**config.mk**
```make
export PLATFORM = sky130hd
export DESIGN_NAME = regfile
export DESIGN_NICKNAME = d
export VERILOG_FILES = /design/src/rtl/regfile.sv
export SDC_FILE = /design/constraint.sdc
export NUM_CORES = 2
export LEC_CHECK = 0
export BUFFER_PORTS_ARGS = -buffer_cell sky130_fd_sc_hd__buf_2
export CAP_MARGIN = 40
export CELL_PAD_IN_SITES_DETAIL_PLACEMENT = 2
export CELL_PAD_IN_SITES_GLOBAL_PLACEMENT = 2
export CORE_MARGIN = 2
export CORE_UTILIZATION = 26
export DETAILED_ROUTE_END_ITERATION = 10
export PLACE_DENSITY = 0.53
export SYNTH_ARGS = -nofsm -noshare
export SYNTH_HDL_FRONTEND = slang
export SYNTH_SLANG_ARGS = --single-unit
```
**constraint.sdc**
```tcl
create_clock -name clk -period 6.65 [get_ports clk]
set_input_delay 0.665 -clock clk [delete_from_list [all_inputs] [get_ports clk]]
set_output_delay 0.665 -clock clk [all_outputs]
set_load 0.01 [all_outputs]
```
**src/rtl/regfile.sv**
```systemverilog
// Register file with a per-register pending-write scoreboard and registered pending count.
// Optional macro REGFILE_BYPASS_EN forwards same-cycle writeback data to the read ports.
module regfile #(
    parameter int W_RD = 5,
    parameter int WORD = 32
) (
    input  logic            clk,
    input  logic            rst,
    input  logic            wb_i,
    input  logic [W_RD-1:0] wbr_num_i,
    input  logic [WORD-1:0] wb_data_i,
    input  logic            issue_i,
    input  logic [W_RD-1:0] issue_rd_i,
    input  logic [W_RD-1:0] rs1_num_i,
    input  logic [W_RD-1:0] rs2_num_i,
    output logic [WORD-1:0] rs1_data_o,
    output logic [WORD-1:0] rs2_data_o,
    output logic            rs1_rdy_o,
    output logic            rs2_rdy_o,
    output logic [W_RD:0]   pend_cnt_o
);
    localparam int NREG = 1 << W_RD;
    localparam logic [W_RD-1:0] REG_ZERO = {W_RD{1'b0}};

    logic [WORD-1:0] mem_r [1:NREG-1];
    logic [NREG-1:1] pend_r;
    logic [NREG-1:1] pend_next_s;
    logic [W_RD:0]   pend_cnt_r;
    logic            wb_en_s;
    logic            issue_en_s;
    logic [W_RD-1:0] rs_num_s [2];

    function automatic logic [W_RD:0] popcount(input logic [NREG-1:1] bits);
        logic [W_RD:0] cnt;
        cnt = {(W_RD+1){1'b0}};
        for (int i = 1; i < NREG; i++) begin
            cnt = cnt + {{W_RD{1'b0}}, bits[i]};
        end
        return cnt;
    endfunction

    assign wb_en_s     = wb_i && (wbr_num_i != REG_ZERO);
    assign issue_en_s  = issue_i && (issue_rd_i != REG_ZERO);
    assign rs_num_s[0] = rs1_num_i;
    assign rs_num_s[1] = rs2_num_i;

    // Scoreboard next state: a same-cycle issue overrides the writeback clear.
    always_comb begin
        pend_next_s = pend_r;
        for (int i = 1; i < NREG; i++) begin
            if (issue_en_s && (issue_rd_i == W_RD'(i))) begin
                pend_next_s[i] = 1'b1;
            end else if (wb_en_s && (wbr_num_i == W_RD'(i))) begin
                pend_next_s[i] = 1'b0;
            end else begin
                pend_next_s[i] = pend_r[i];
            end
        end
    end

    // Scoreboard register and its population count, both reflecting the post-edge state.
    always_ff @(posedge clk or negedge rst) begin
        if (!rst) begin
            pend_r     <= {(NREG-1){1'b0}};
            pend_cnt_r <= {(W_RD+1){1'b0}};
        end else begin
            pend_r     <= pend_next_s;
            pend_cnt_r <= popcount(pend_next_s);
        end
    end

    // Data storage; register 0 has no storage so writes to it vanish.
    always_ff @(posedge clk or negedge rst) begin
        if (!rst) begin
            for (int i = 1; i < NREG; i++) begin
                mem_r[i] <= {WORD{1'b0}};
            end
        end else if (wb_en_s) begin
            mem_r[wbr_num_i] <= wb_data_i;
        end
    end

    generate
        for (genvar p = 0; p < 2; p++) begin : g_read
            logic [WORD-1:0] stored_s;
            logic            pend_s;
            logic [WORD-1:0] data_s;
            logic            rdy_s;

            // Stored value and pending bit of the addressed register; x0 is hardwired.
            always_comb begin
                if (rs_num_s[p] == REG_ZERO) begin
                    stored_s = {WORD{1'b0}};
                    pend_s   = 1'b0;
                end else begin
                    stored_s = mem_r[rs_num_s[p]];
                    pend_s   = pend_r[rs_num_s[p]];
                end
            end

`ifdef REGFILE_BYPASS_EN
            logic hit_s;
            assign hit_s = wb_en_s && (wbr_num_i == rs_num_s[p]);

            // Forward writeback data; a same-cycle re-reservation keeps the operand not ready.
            always_comb begin
                if (!rst) begin
                    data_s = {WORD{1'b0}};
                    rdy_s  = 1'b1;
                end else if (hit_s) begin
                    data_s = wb_data_i;
                    rdy_s  = !(issue_en_s && (issue_rd_i == rs_num_s[p]));
                end else begin
                    data_s = stored_s;
                    rdy_s  = !pend_s;
                end
            end
`else
            // Plain read: old value during a same-cycle write.
            always_comb begin
                if (!rst) begin
                    data_s = {WORD{1'b0}};
                    rdy_s  = 1'b1;
                end else begin
                    data_s = stored_s;
                    rdy_s  = !pend_s;
                end
            end
`endif
        end
    endgenerate

    assign rs1_data_o = g_read[0].data_s;
    assign rs2_data_o = g_read[1].data_s;
    assign rs1_rdy_o  = g_read[0].rdy_s;
    assign rs2_rdy_o  = g_read[1].rdy_s;
    assign pend_cnt_o = pend_cnt_r;

endmodule

```
## After elaboration in Yosys (flattened, before gate mapping)

Index checks and enable logic that the tools add are counted.

| word-level totals | value |
|---|---|
| output and inout port bits | 72 |
| bits in registers | 1029 |

| operators by class | value |
|---|---|
| order comparisons | 6 |
| reduce and logical (&&, ||, !) cells | 71 |
| bitwise gates (word level) | 3 |
| eq/ne operators | 62 |
| mux-type cells | 83 |
| add/subtract/negate cells | 30 |

Operators with widths:

| operator | number |
|---|---|
| $bwmux W992 | 1 |
| $bmux W32 S5 | 2 |
| $mux W32 | 9 |
| $demux W32 S5 | 1 |
| $eq A5 B5 Y1 const B | 32 |
| $add A6 B1 Y6 | 25 |
| $eq A5 B4 Y1 const B | 16 |
| $mux W1 | 68 |
| $logic_and A1 B1 Y1 | 65 |
| $eq A5 B3 Y1 const B | 8 |
| $eq A5 B2 Y1 const B | 4 |
| $ge A6 B6 Y1 const B | 3 |
| $not A5 Y6 | 3 |
| $lt A5 B6 Y1 const B | 2 |
| $bmux W1 S5 | 2 |
| $eq A5 B1 Y1 const B | 2 |
| $logic_not A5 Y1 | 2 |
| $reduce_bool A5 Y1 | 2 |
| $add A5 B1 Y6 | 1 |
| $lt A6 B1 Y1 const B | 1 |
| $add A4 B1 Y5 | 1 |
| $add A3 B1 Y4 | 1 |
| $add A2 B1 Y3 | 1 |
| $add A1 B1 Y2 | 1 |
| $logic_not A1 Y1 | 2 |

## Depth between registers and ports, before layout

| logic depth | value |
|---|---|
| depth after elaboration | 35 |
| depth in mapped cells | 21 |
| depth with buffers taken out | 20 |

## Least setup slack after synthesis

No wires, ideal clock.

| path | value |
|---|---|
| kind | input -> register |
| start point | input port wbr_num_i[2] |
| end point | register pend_cnt_r[4], in the netlist pend_cnt_o[4] |
| slack | 0.392 ns |
| data arrival time | 6.178 ns |
| stages on the path | 20 |
| required time | 6.570 ns |
| cell sequence | nor3_1 nor4b_4 nand4_1 buf_2 nand2_1 o21a_1 fa_1 fa_1 fa_1 inv_1 fa_1 fa_1 inv_1 fa_1 inv_1 fa_1 fa_1 a21o_1 a21oi_1 xnor2_1 |

| on the way | value |
|---|---|
| word-level cells in the longest chain between the ends | 35 |

Ends and longest elaborated chain:

| element | line | source |
|---|---|---|
| from (decl) | 10 | `input logic [W_RD-1:0] wbr_num_i,` |
| $reduce_bool A5 Y1 | 42 | `assign wb_en_s = wb_i && (wbr_num_i != REG_ZERO);` |
| $logic_and A1 B1 Y1 | 42 |  |
| $logic_and A1 B1 Y1 | 53 | `end else if (wb_en_s && (wbr_num_i == W_RD'(i))) begin` |
| $mux W1 | 53 |  |
| $mux W1 | 51 | `if (issue_en_s && (issue_rd_i == W_RD'(i))) begin` |
| $add A1 B1 Y2 | 37 | `cnt = cnt + {{W_RD{1'b0}}, bits[i]};` |
| $add A2 B1 Y3 | 37 |  |
| $add A3 B1 Y4 | 37 |  |
| $add A4 B1 Y5 | 37 |  |
| $add A5 B1 Y6 | 37 |  |
| $add A6 B1 Y6 (24 in series) | 37 |  |
| $add A6 B1 Y6 * | 37 |  |
| to (signal assigned) | 65 | `pend_cnt_r <= {(W_RD+1){1'b0}};` |
| to (signal assigned) | 68 | `pend_cnt_r <= popcount(pend_next_s);` |
| to (decl) | 28 | `logic [W_RD:0] pend_cnt_r;` |

Every way passes the cells marked *; elsewhere a longest branch is shown, timed or not.
A chain may end at the register's enable or synchronous reset.

## Final worst setup path

| path | value |
|---|---|
| start point | input port wbr_num_i[3] |
| end point | register pend_cnt_r[4], in the netlist pend_cnt_o[4] |

The elaborated chain is that of the path after synthesis.

==> results.sh <==
export IMPL_cts_tree="built"
export IMPL_insertion_delay_ns=0.80
export IMPL_grt_busiest_layer="met2"
export IMPL_power_density_mw_per_mm2=338
export IMPL_ys_top_cells_by_area="dfrtp_1 46%, mux2_2 21%, mux4_2 17%"
export IMPL_dp_hpwl_mm=146
export IMPL_setup_tns_ns=0
export IMPL_max_cap_viol_count=0
export IMPL_synth_area_per_cell_um2=14.4
export IMPL_vias=37000
export IMPL_grt_use_total=0.215
export IMPL_synth_edf_count=0
export IMPL_synth_warnings=0
export IMPL_synthToLayoutAreaGrowth_pct=16.2
export IMPL_finalSetupViolations=0
export IMPL_rsz0062_at_grt="no"
export IMPL_dr_pass1_iters=5
export IMPL_ant_nets=0
export IMPL_wire_per_inst_um=34.1
export IMPL_crit_fanout=11
export IMPL_crit_path_top_delay_cell="fa_1"
export IMPL_leakagePower_nw=27.9
export IMPL_synth_seq_area_share=0.461
export IMPL_drive_above_1_share=0.508
export IMPL_io_pin_count=128
export IMPL_ys_ff_latch=1029
export IMPL_die_h_um=468
export IMPL_crit_arrival_ns=6.46
export IMPL_grtUsageMet3=0.0280
export IMPL_finish_utilization=0.303
export IMPL_grt_pass1_vias=40900
export IMPL_gr_total_overflow=0
export IMPL_total_power_mw=21.9
export IMPL_die_area_mm2=0.219
export IMPL_layout_common_cells="1,063 x mux2_2, 1,029 x dfrtp_1, 412 x mux4_2"
export IMPL_grtUsageMet2=0.366
export IMPL_hold_class="primary input to flip-flop"
export IMPL_drv_slew=0
export IMPL_syn_nets=3964
export IMPL_cp_cell_sequence="buf_2, nor3_1, nor4b_4, buf_4, buf_4, nand2_4, a32oi_1, fa_1, inv_1, fa_1, fa_1, fa_1, fa_1, inv_1, fa_1, inv_1, fa_1, fa_1, a21o_1, a21oi_1, xnor2_1"
export IMPL_synth_ff_type="dfrtp_1"
export IMPL_num_nets_final=3996
export IMPL_crit_path_max_incr_delay_ns=0.57
export IMPL_skew_ns=0.0200
export IMPL_synth_cells=3878
export IMPL_ir_drop_uv=473
export IMPL_crit_path_frequent_cell="fa_1"
export IMPL_yosysTopAreaCell="dfrtp_1"
export IMPL_cts_made_buffers=130
export IMPL_clock_fmax_ghz=0.174
export IMPL_gp_congestion=0.791
export IMPL_grtUsageMet1=0.282
export IMPL_via_per_inst=5.39
export IMPL_hold_violations=0
export IMPL_drtIter0Drc=1941
export IMPL_antenna_found_initial=25
export IMPL_die_w_um=468
export IMPL_crit_required_ns=7.35
export IMPL_grt_max_degree=160
export IMPL_cts_path_max_buffers=3
export IMPL_htreeDepth=4
export IMPL_post_route_drc_count=0
export IMPL_slew_headroom=0.281
export IMPL_fin_crit_sh=0.866
export IMPL_worst_setup_path_type="primary input to flip-flop"
export IMPL_yosys_area_top_type_share=0.461
export IMPL_yosysUniqueCellTypes=66
export IMPL_cts_sinks=1029
export IMPL_row_count=170
export IMPL_initial_core_util=0.261
export IMPL_synth_area_mm2=0.0559
export IMPL_core_area_mm2=0.214
export IMPL_port_buffers=127
export IMPL_grt_pass1_wl_mm=334
export IMPL_clkTransAtPathRegs_ns=0.07
export IMPL_cts_setup_buffers=0
export IMPL_worst_slew_pin_slew_ns=1.08
export IMPL_crit_path_end_kind="flip-flop"
export IMPL_cts_root_buf="clkbuf_16"
export IMPL_async_reset_ff_frac=1.00
export IMPL_cp_start_kind="primary input"
export IMPL_wirelength_mm=233
export IMPL_status="completed"
export IMPL_final_common_cell="mux2_2"
export IMPL_whs_ns=0.302
export IMPL_period_needed_ns=5.76
per-stage QoR:
step	cells	instance area, µm²	worst slack [ns]
floorplan	3878	55900	0.392
global placement	6574	59600	0.113
detailed placement	6613	60500	0.0644
CTS	6848	64900	0.902
global route	6851	64900	0.559
finish	6851	64900	0.889
flip-flops by register name (all words and copies together) (netlist names):
register / cells
pend_r: 31
mem_r: 992
pend_cnt_o: 6
report_power, final:
| group | internal (mW) | switching, mW | leakage, nW |
|---|---|---|---|
| Clock | 4.43 | 3.01 | 2.18 |
| Combinational | 3.17 | 2.83 | 12.5 |
| Sequential | 7.56 | 0.941 | 13.2 |
critical path, delay by kind of cell:
kind	cells	cell delay, ns
AO/OA/AOI/OAI	3	0.64
AND/OR/NAND/NOR	3	0.40
XOR/XNOR	1	0.13
buffers and inverters	6	0.81
adder cells (fa/ha/maj)	8	3.80
worst paths after layout:
check                      cells after the start           from  slack (ns)       endpoint
setup / recovery                              21   wbr_num_i[3]        0.89  pend_cnt_o[4]
hold / removal                                 2  issue_rd_i[3]        0.30     pend_r[14]
setup reg to reg                              16     pend_r[18]        1.24  pend_cnt_o[4]
hold reg to reg                                1     mem_r[125]        0.52     mem_r[125]
max in group asynchronous                      5            rst        3.52     mem_r[814]
min in group asynchronous                      2            rst        0.43      mem_r[91]
timing repair:
| item | CTS | global route |
|---|---|---|
| hold endpoints to repair | 37 | 0 |
| resized for setup | 0 | 0 |
| endpoints found under the setup margin | 0 | 0 |
| hold buffers | 1 | 0 |
layer usage:
layer | wire length [µm] | vias to the layer above
li1 | - | 15000
met1 | 103000 | 20800
met2 | 116000 | 738
met3 | 7130 | 334
met4 | 7270 | 14
met5 | 96 | -
final cells by class:
| class | count | area, µm² |
|---|---|---|
| Multi-Input combinational cell | 2406 | 28400 |
| Clock buffer | 196 | 3920 |
| Clock inverter | 38 | 495 |
| Tap cell | 2838 | 3550 |
| Inverter | 42 | 158 |
| Fill cell | 22000 | 149000 |
| Sequential cell | 1029 | 25700 |
| Antenna cell | 1 | 2.50 |
| Timing Repair Buffer | 301 | 2710 |
synthesized netlist by cell type (10+ instances only):
cell / instances
a211oi_1: 11
a21oi_1: 51
a221oi_1: 95
a22o_1: 10
a22oi_1: 54
a31oi_1: 14
buf_1: 27
buf_2: 142
buf_4: 41
buf_6: 12
clkbuf_1: 179
dfrtp_1: 1029
fa_1: 23
inv_1: 39
mux2_2: 1063
mux2i_1: 165
mux4_2: 412
nand2_1: 92
nand3_1: 17
nor2_1: 94
nor2b_1: 22
nor3_1: 15
o211ai_1: 10
o21ai_0: 72
o22a_1: 44
o22ai_1: 39
cells by family after synthesis:
logic type,share of synthesized area
adder cells (fa/ha/maj),0.00980
buffers and inverters,0.0373
flip-flops,0.461
AND/OR/NAND/NOR,0.0237
multiplexers,0.410
XOR/XNOR,0.000470
AO/OA/AOI/OAI,0.0577
(Power assumes the default switching activity.)
